[src/rtl/rs_table.sv]
`default_nettype none
// +----------------------------------------------------------------------------+
// | Module   : rs_table                                                        |
// | Purpose  : Reservation station table; dual dispatch, wakeup snoop, one    |
// |            registered issue per FU per cycle.                             |
// | Revision : 1.0  initial release                                           |
// +----------------------------------------------------------------------------+

package rs_table_pkg;
  localparam int TAG_W = 6;
  localparam int FU_W  = 2;

  typedef struct packed {
    logic             valid;
    logic [FU_W-1:0]  fu;
    logic [7:0]       op;
    logic [TAG_W-1:0] rd;
    logic [TAG_W-1:0] rs1;
    logic             src1rdy;
    logic [TAG_W-1:0] rs2;
    logic             src2rdy;
  } rs_entry_t;
endpackage

module rs_table
  import rs_table_pkg::*;
#(
  parameter int RS_DEPTH = 16,
  parameter int NUM_FU   = 3,
  parameter int PREG_W   = TAG_W
) (
  input  logic                        clk,
  input  logic                        reset,
  input  rs_entry_t                   rs_in_a,
  input  rs_entry_t                   rs_in_b,
  input  logic [NUM_FU-1:0]           wake_valid,
  input  logic [NUM_FU*PREG_W-1:0]    wake_preg,
  input  logic [NUM_FU-1:0]           fu_ready,
  output logic [NUM_FU-1:0]           issue_valid,
  output rs_entry_t                   issue_entry [NUM_FU],
  output logic [$clog2(RS_DEPTH):0]   rs_count,
  output logic                        rs_full,
  output logic                        overflow_err
);

  localparam int c_idx_w = $clog2(RS_DEPTH);
  localparam int c_cnt_w = c_idx_w + 1;

  rs_entry_t                r_tab [RS_DEPTH];
  logic [NUM_FU-1:0]        r_issue_valid;
  rs_entry_t                r_issue_entry [NUM_FU];
  logic [c_cnt_w-1:0]       r_count;
  logic                     r_ovf;

  logic [c_cnt_w-1:0]       w_free_cnt;
  logic                     w_free0_ok;
  logic                     w_free1_ok;
  logic [c_idx_w-1:0]       w_free0;
  logic [c_idx_w-1:0]       w_free1;
  logic [1:0]               w_num_in;
  logic                     w_accept;
  logic                     w_wr_a;
  logic                     w_wr_b;
  logic [c_idx_w-1:0]       w_slot_a;
  logic [c_idx_w-1:0]       w_slot_b;
  rs_entry_t                w_new_a;
  rs_entry_t                w_new_b;
  logic [RS_DEPTH-1:0]      w_hit1;
  logic [RS_DEPTH-1:0]      w_hit2;
  logic                     w_cand_ok  [NUM_FU];
  logic [c_idx_w-1:0]       w_cand_idx [NUM_FU];
  logic [NUM_FU-1:0]        w_fire;
  logic [c_cnt_w-1:0]       w_issue_cnt;

  // True when any FU broadcasts completion of this tag this cycle.
  function automatic logic f_hit(input logic [TAG_W-1:0] tag);
    f_hit = 1'b0;
    for (int f = 0; f < NUM_FU; f++) begin
      if (wake_valid[f] && (wake_preg[f*PREG_W +: PREG_W] == tag)) f_hit = 1'b1;
    end
  endfunction

  always_comb begin
    w_free_cnt = '0;
    w_free0_ok = 1'b0;
    w_free1_ok = 1'b0;
    w_free0    = '0;
    w_free1    = '0;
    for (int i = 0; i < RS_DEPTH; i++) begin
      if (!r_tab[i].valid) begin
        w_free_cnt = w_free_cnt + c_cnt_w'(1);
        if (!w_free0_ok) begin
          w_free0_ok = 1'b1;
          w_free0    = c_idx_w'(i);
        end else if (!w_free1_ok) begin
          w_free1_ok = 1'b1;
          w_free1    = c_idx_w'(i);
        end
      end
    end
  end

  assign w_num_in = {1'b0, rs_in_a.valid} + {1'b0, rs_in_b.valid};
  assign w_accept = (w_free_cnt >= c_cnt_w'(w_num_in));
  assign w_wr_a   = w_accept && rs_in_a.valid;
  assign w_wr_b   = w_accept && rs_in_b.valid;
  assign w_slot_a = w_free0;
  assign w_slot_b = rs_in_a.valid ? w_free1 : w_free0;

  // Incoming operands completing in the dispatch cycle are captured here.
  always_comb begin
    w_new_a         = rs_in_a;
    w_new_a.src1rdy = rs_in_a.src1rdy | f_hit(rs_in_a.rs1);
    w_new_a.src2rdy = rs_in_a.src2rdy | f_hit(rs_in_a.rs2);
    w_new_b         = rs_in_b;
    w_new_b.src1rdy = rs_in_b.src1rdy | f_hit(rs_in_b.rs1);
    w_new_b.src2rdy = rs_in_b.src2rdy | f_hit(rs_in_b.rs2);
  end

  always_comb begin
    w_hit1 = '0;
    w_hit2 = '0;
    for (int i = 0; i < RS_DEPTH; i++) begin
      w_hit1[i] = r_tab[i].valid && !r_tab[i].src1rdy && f_hit(r_tab[i].rs1);
      w_hit2[i] = r_tab[i].valid && !r_tab[i].src2rdy && f_hit(r_tab[i].rs2);
    end
  end

  for (genvar f = 0; f < NUM_FU; f++) begin : g_sel
    always_comb begin
      w_cand_ok[f]  = 1'b0;
      w_cand_idx[f] = '0;
      for (int i = RS_DEPTH - 1; i >= 0; i--) begin
        if (r_tab[i].valid && r_tab[i].src1rdy && r_tab[i].src2rdy &&
            (r_tab[i].fu == FU_W'(f))) begin
          w_cand_ok[f]  = 1'b1;
          w_cand_idx[f] = c_idx_w'(i);
        end
      end
    end
    assign w_fire[f] = w_cand_ok[f] && fu_ready[f];
  end

  always_comb begin
    w_issue_cnt = '0;
    for (int f = 0; f < NUM_FU; f++) begin
      if (w_fire[f]) w_issue_cnt = w_issue_cnt + c_cnt_w'(1);
    end
  end

  // Writes only target slots free before this edge, so they never collide with issue frees.
  always_ff @(posedge clk or negedge reset) begin
    if (!reset) begin
      for (int i = 0; i < RS_DEPTH; i++) r_tab[i] <= '0;
    end else begin
      for (int i = 0; i < RS_DEPTH; i++) begin
        if (w_hit1[i]) r_tab[i].src1rdy <= 1'b1;
        if (w_hit2[i]) r_tab[i].src2rdy <= 1'b1;
      end
      for (int f = 0; f < NUM_FU; f++) begin
        if (w_fire[f]) r_tab[w_cand_idx[f]].valid <= 1'b0;
      end
      if (w_wr_a) r_tab[w_slot_a] <= w_new_a;
      if (w_wr_b) r_tab[w_slot_b] <= w_new_b;
    end
  end

  always_ff @(posedge clk or negedge reset) begin
    if (!reset) begin
      r_issue_valid <= '0;
      for (int f = 0; f < NUM_FU; f++) r_issue_entry[f] <= '0;
    end else begin
      for (int f = 0; f < NUM_FU; f++) begin
        r_issue_valid[f] <= w_fire[f];
        if (w_fire[f]) r_issue_entry[f] <= r_tab[w_cand_idx[f]];
      end
    end
  end

  always_ff @(posedge clk or negedge reset) begin
    if (!reset) begin
      r_count <= '0;
      r_ovf   <= 1'b0;
    end else begin
      r_count <= r_count + (w_accept ? c_cnt_w'(w_num_in) : '0) - w_issue_cnt;
      if (!w_accept) r_ovf <= 1'b1;
    end
  end

  assign issue_valid  = r_issue_valid;
  assign issue_entry  = r_issue_entry;
  assign rs_count     = r_count;
  assign rs_full      = (w_free_cnt < c_cnt_w'(2));
  assign overflow_err = r_ovf;

endmodule
`default_nettype wire
[config.mk]
export PLATFORM = sky130hd
export DESIGN_NAME = rs_table
export DESIGN_NICKNAME = d
export VERILOG_FILES = /design/src/rtl/rs_table.sv
export SDC_FILE = /design/constraint.sdc
export NUM_CORES = 2
export LEC_CHECK = 0
export ABC_AREA = 0
export CELL_PAD_IN_SITES_DETAIL_PLACEMENT = 0
export CELL_PAD_IN_SITES_GLOBAL_PLACEMENT = 1
export CORE_MARGIN = 3
export CORE_UTILIZATION = 35
export DETAILED_ROUTE_END_ITERATION = 16
export MAX_ROUTING_LAYER = met4
export PLACE_DENSITY_LB_ADDON = 0.1
export SKIP_CTS_REPAIR_TIMING = 1
export SYNTH_ARGS = -nofsm -noshare
export SYNTH_HDL_FRONTEND = slang
export SYNTH_SLANG_ARGS = --single-unit
[constraint.sdc]
create_clock -name clk -period 10.7 [get_ports clk]
set_input_delay 2.14 -clock clk [delete_from_list [all_inputs] [get_ports clk]]
set_output_delay 2.14 -clock clk [all_outputs]
set_load 0.1 [all_outputs]
== Yosys cells after proc, flatten, opt, wreduce, memory -nomap -nowiden ==
Index checks and enable logic that the tools add are counted.

* Add/sub/neg operators: 20
* $lt $le $gt $ge: 12
* Equality and inequality tests: 140
* Muxes and demuxes: 402
* Bitwise logic cells: 9
* Reductions and logical operators: 310

{| class="wikitable"
|+ Operators by type and width
! operator !! number
|-
| $bwmux W496 || 5
|-
| $mux W496 || 5
|-
| $eq A6 B6 Y1 || 108
|-
| $demux W31 S4 || 5
|-
| $mux W4 || 119
|-
| $bmux W31 S4 || 3
|-
| $mux W31 || 11
|-
| $logic_and A1 B1 Y1 || 262
|-
| $mux W1 || 236
|-
| $add A5 B1 Y5 const B || 17
|-
| $mux W5 || 17
|-
| $eq A2 B1 Y1 const B || 16
|-
| $eq A2 B2 Y1 const B || 16
|-
| $logic_not A1 Y1 || 32
|-
| $logic_not A2 Y1 || 16
|-
| $ge A5 B5 Y1 const B || 5
|-
| $lt A5 B1 Y1 const B || 5
|-
| $not A4 Y5 || 5
|-
| $add A5 B2 Y5 || 1
|-
| $ge A5 B2 Y1 || 1
|-
| $lt A5 B2 Y1 const B || 1
|-
| $sub A5 B5 Y5 || 1
|-
| $or A1 B1 Y1 || 4
|-
| $add A1 B1 Y2 || 1
|-
| $mux W2 || 1
|}

* Register bits after elaboration: 598
* Input bits: 88
* Output and inout bits: 103
* Logic and storage cells: 1048

== Logic depth before layout (Yosys ltp) ==
* Depth in word-level cells: 52
* Depth in mapped cells: 54
* Depth with buffers taken out: 52

== Least setup slack after synthesis ==
OpenSTA, ideal clock, no wires.

* Kind: reg2out
* From: register r_tab[433] in the netlist's numbering
* To: output rs_full
* Data arrival time: 8.970 ns
* Data required time: 8.560 ns
* Slack: -0.410 ns
* Stages on the path, launching flop included: 43
* Cell sequence: dfrtp_1 clkbuf_1 buf_1 mux2i_1 ha_1 nor2_1 a31oi_1 xnor2_1 nor2_1 a21oi_1 ha_1 nor2_1 a21oi_1 nor2_1 xnor2_1 o21ai_0 ha_1 o21ai_0 [7 not listed] xor2_1 o21ai_0 ha_1 a221oi_1 xnor2_1 o21ai_0 ha_1 o21ai_0 a31oi_1 ha_1 nor2b_1 nand2_1 nor2_1 nand3_1 mux2i_1 xnor2_2 or2_2 a21oi_1

* Cells in the longest elaborated chain, start to end: 28

{| class="wikitable"
|+ RTL lines
! element !! RTL line !! RTL
|-
| start, declared || 49 || <nowiki>rs_entry_t r_tab [RS_DEPTH];</nowiki>
|-
| start signal, assigned by index || 163 || <nowiki>if (w_wr_a) r_tab[w_slot_a] <= w_new_a;</nowiki>
|-
| start signal, assigned by index || 164 || <nowiki>if (w_wr_b) r_tab[w_slot_b] <= w_new_b;</nowiki>
|-
| $mux W5 (*) || 90 || <nowiki>if (!r_tab[i].valid) begin</nowiki>
|-
| $add A5 B1 Y5 || 91 || <nowiki>w_free_cnt = w_free_cnt + c_cnt_w'(1);</nowiki>
|-
| $mux W5 (*) || 90 ||
|-
| $add A5 B1 Y5 || 91 ||
|-
| $mux W5 (*) || 90 ||
|-
| $add A5 B1 Y5 || 91 ||
|-
| $mux W5 (*) || 90 ||
|-
| $add A5 B1 Y5 || 91 ||
|-
| [12 not listed] || n/a ||
|-
| $mux W5 (*) || 90 ||
|-
| $add A5 B1 Y5 || 91 ||
|-
| $mux W5 (*) || 90 ||
|-
| $add A5 B1 Y5 || 91 ||
|-
| $mux W5 (*) || 90 ||
|-
| $add A5 B1 Y5 || 91 ||
|-
| $mux W5 (*) || 90 ||
|-
| $lt A5 B2 Y1 (*) || 193 || <nowiki>assign rs_full = (w_free_cnt < c_cnt_w'(2));</nowiki>
|-
| end, declared || 42 || <nowiki>output logic rs_full,</nowiki>
|}

Mark *: on every way between the ends. The rest lies on a longest branch, timed or not.

== Worst setup path after layout ==
* From: register r_tab[495] in the netlist's numbering
* To: output rs_full

* Cells in the longest elaborated chain, start to end: 32

{| class="wikitable"
|+ RTL lines
! element !! RTL line
|-
| $mux W1 (*) || 90
|-
| $add A5 B1 Y5 || 91
|-
| $mux W5 (*) || 90
|-
| $add A5 B1 Y5 || 91
|-
| $mux W5 (*) || 90
|-
| $add A5 B1 Y5 || 91
|-
| $mux W5 (*) || 90
|-
| $add A5 B1 Y5 || 91
|-
| [16 not listed] || n/a
|-
| $mux W5 (*) || 90
|-
| $add A5 B1 Y5 || 91
|-
| $mux W5 (*) || 90
|-
| $add A5 B1 Y5 || 91
|-
| $mux W5 (*) || 90
|-
| $add A5 B1 Y5 || 91
|-
| $mux W5 (*) || 90
|-
| $lt A5 B2 Y1 (*) || 193
|}

Marked as above.

==> impl_metrics.py <==
metrics = {
    "sta": {
        "drv_slew": 0,
        "max_slew_margin": 0.0642,
        "setup_violations": 0,
        "tightest_slew_ns": 1.39,
        "finClkSkew_ns": 0.0438,
        "rsz0062_at_grt": "yes",
        "hold_ws_ns": 0.460,
        "layout_min_cycle_time_ns": 10.47,
        "period_share": 0.979,
        "hold_viol": 0,
        "fmax_ghz": 0.0955,
    },
    "yosys": {
        "yosysSeqAreaShare": 0.314,
        "synthesis.nets": 5499,
        "yosys_warnings": 0,
        "synth.avg_cell_area_um2": 8.86,
        "syn_area_um2": 47700,
        "synth_edf_count": 0,
        "synth-seq-cells": 598,
        "netlist_top_cells_count": "dfrtp_1 (598), nor2_1 (499), clkbuf_1 (489)",
        "synth_top_area_cell": "dfrtp_1",
        "synth_cell_types": 94,
        "post-synth-top-count-cell": "dfrtp_1",
        "syn_inst": 5381,
        "synth_top_area_share": 0.314,
        "synth.area.top_cells": "dfrtp_1 (31%), xnor2_1 (6.7%), xor2_1 (6.2%)",
        "synth_ff_type": "dfrtp_1",
        "synth-async-reset-ratio": 1.00,
    },
    "setup_path": {
        "crit_start": "r_tab[495]",
        "critPathSlowestCell": "dfrtp_2",
        "cp_data_required_time_ns": 8.56,
        "arrival_ns": 8.33,
        "slowest_delay_ns": 0.45,
        "worst-setup-path-type": "reg -> out",
        "path_max_fanout": 5,
        "r2r_start": "r_tab[495]",
        "startpoint_type": "register",
        "crit_path_end_kind": "primary output",
    },
    "global_route": {
        "grt_remaining_overflow": 0,
        "grtUsageMet1": 0.522,
        "grt_max_degree": 148,
        "met2_usage": 0.557,
        "grt_pass1_vias": 45800,
        "grt_use_total": 0.400,
        "antenna_found_initial": 21,
        "grt_first_pass_wirelength_um": 387000,
        "busiest_layer": "met2",
        "met3_usage": 0.122,
    },
    "floorplan": {
        "die_area_um2": 141000,
        "core_um2": 134000,
        "die_y_um": 375,
        "rows": 134,
        "initial_core_util": 0.355,
        "io_pins": 191,
        "die_x_um": 375,
    },
    "placement": {
        "numPortBuffers": 190,
        "dpl.hpwl_um": 178000,
        "gp_congestion": 0.966,
    },
    "drt": {
        "routed_via_density": 6.92,
        "wire_per_inst_um": 40.5,
        "wirelength_um": 283000,
        "ant_nets": 0,
        "drt_iter0_drc": 8347,
        "drtPass1Iterations": 11,
        "drc": 0,
        "vias": 48300,
    },
    "clock_network": {
        "numCtsBuffers": 80,
        "clkSlewWorstSetupHoldPaths_ns": 0.06,
        "tritoncts": "built",
        "clock_latency_ns": 0.71,
        "clockBufferDepth": 3,
        "clock-sinks": 598,
        "cts_root_buffer": "clkbuf_16",
        "htree_levels": 3,
    },
    "hold_path": {
        "hold_start": "issue_entry[31]",
        "holdCritPathClass": "reg -> reg",
    },
    "outcome": {
        "status": "finished clean",
    },
    "cells_and_area": {
        "layout-drive-gt1-share": 0.139,
        "multi_input_area_um2": 30100,
        "final_core_util": 0.401,
        "seq_area_um2": 15000,
        "area_delta_synth_final_pct": 13.0,
        "fillers": 13400,
        "fin_nets": 5242,
    },
    "flow_run": {
        "max_cap_violations": 0,
    },
}
==> per-layer routing <==
layer / part of all wire / wire length, um
met4: 0.059 / 16600
met3: 0.12 / 34000
met1: 0.41 / 115000
met2: 0.42 / 118000
met5: 0 / 0
==> per-stage QoR <==
stage               setup TNS (ns)  instances  setup slack, ns  instance area, um^2
finish                           0       6977            0.229                53900
detailed placement               0       6800            0.226                50900
floorplan                        0       5381            0.205                47700
global placement                 0       6800            0.213                50900
CTS                         -0.568       6942           -0.568                53600
global route                -0.314       6970           -0.314                53900
==> layout by cell type (no fill, tap or decap), drive strengths merged, types with 140 or more instances in the layout <==
master / n
mux2: 140
nor2: 500
dfrtp: 598
xor2: 337
a21oi: 429
clkdlybuf4s50: 163
nand2: 175
a22oi: 381
mux2i: 215
buf: 223
xnor2: 371
==> state kept, by name, indices dropped and copies added, names as in the netlist <==
signal	count
issue_valid	3
overflow_err	1
rs_count	5
issue_entry	93
r_tab	496
==> critical path, delay by kind of cell, from the launching register on <==
family | cells | cell delay [ns]
compound gates | 14 | 1.87
xor+xnor | 7 | 1.20
fa+ha+maj | 8 | 2.24
buf+inv | 3 | 0.36
flops | 1 | 0.45
mux | 2 | 0.31
simple gates | 9 | 1.24
==> path summary, 6_finish.rpt <==
path | end | slack (ns) | cells after the start
worst max-delay path | rs_full | 0.23 | 43
max in group asynchronous | r_tab[401] | 7.17 | 3
worst min-delay path | issue_entry[31] | 0.46 | 1
worst min register to register | issue_entry[31] | 0.46 | 1
worst max register to register | rs_count[4] | 0.81 | 48
min in group asynchronous | rs_count[0] | 1.43 | 1
==> cell type report <==
| cell class | count | share of cell area |
|---|---|---|
| Tap cell | 1768 | 0.0410 |
| Inverter | 64 | 0.00455 |
| Antenna cell | 25 | 0.00116 |
| Multi-Input combinational cell | 3994 | 0.559 |
| Clock buffer | 124 | 0.0449 |
| Sequential cell | 598 | 0.278 |
| Clock inverter | 18 | 0.00411 |
| Timing Repair Buffer | 386 | 0.0673 |
==> kinds of logic (layout without fill, tap and decap cells) <==
logic type,count (synthesis),after routing,share of synthesized area
mux,447,447,0.122
buf+inv,789,592,0.0657
simple gates,1265,1265,0.130
other cells,0,25,0
fa+ha+maj,30,30,0.00819
xor+xnor,711,711,0.133
flops,598,598,0.314
compound gates,1541,1541,0.228
Power is not shown: default switching activity piles up to over one toggle a cycle in this logic, so the estimate is an artifact.
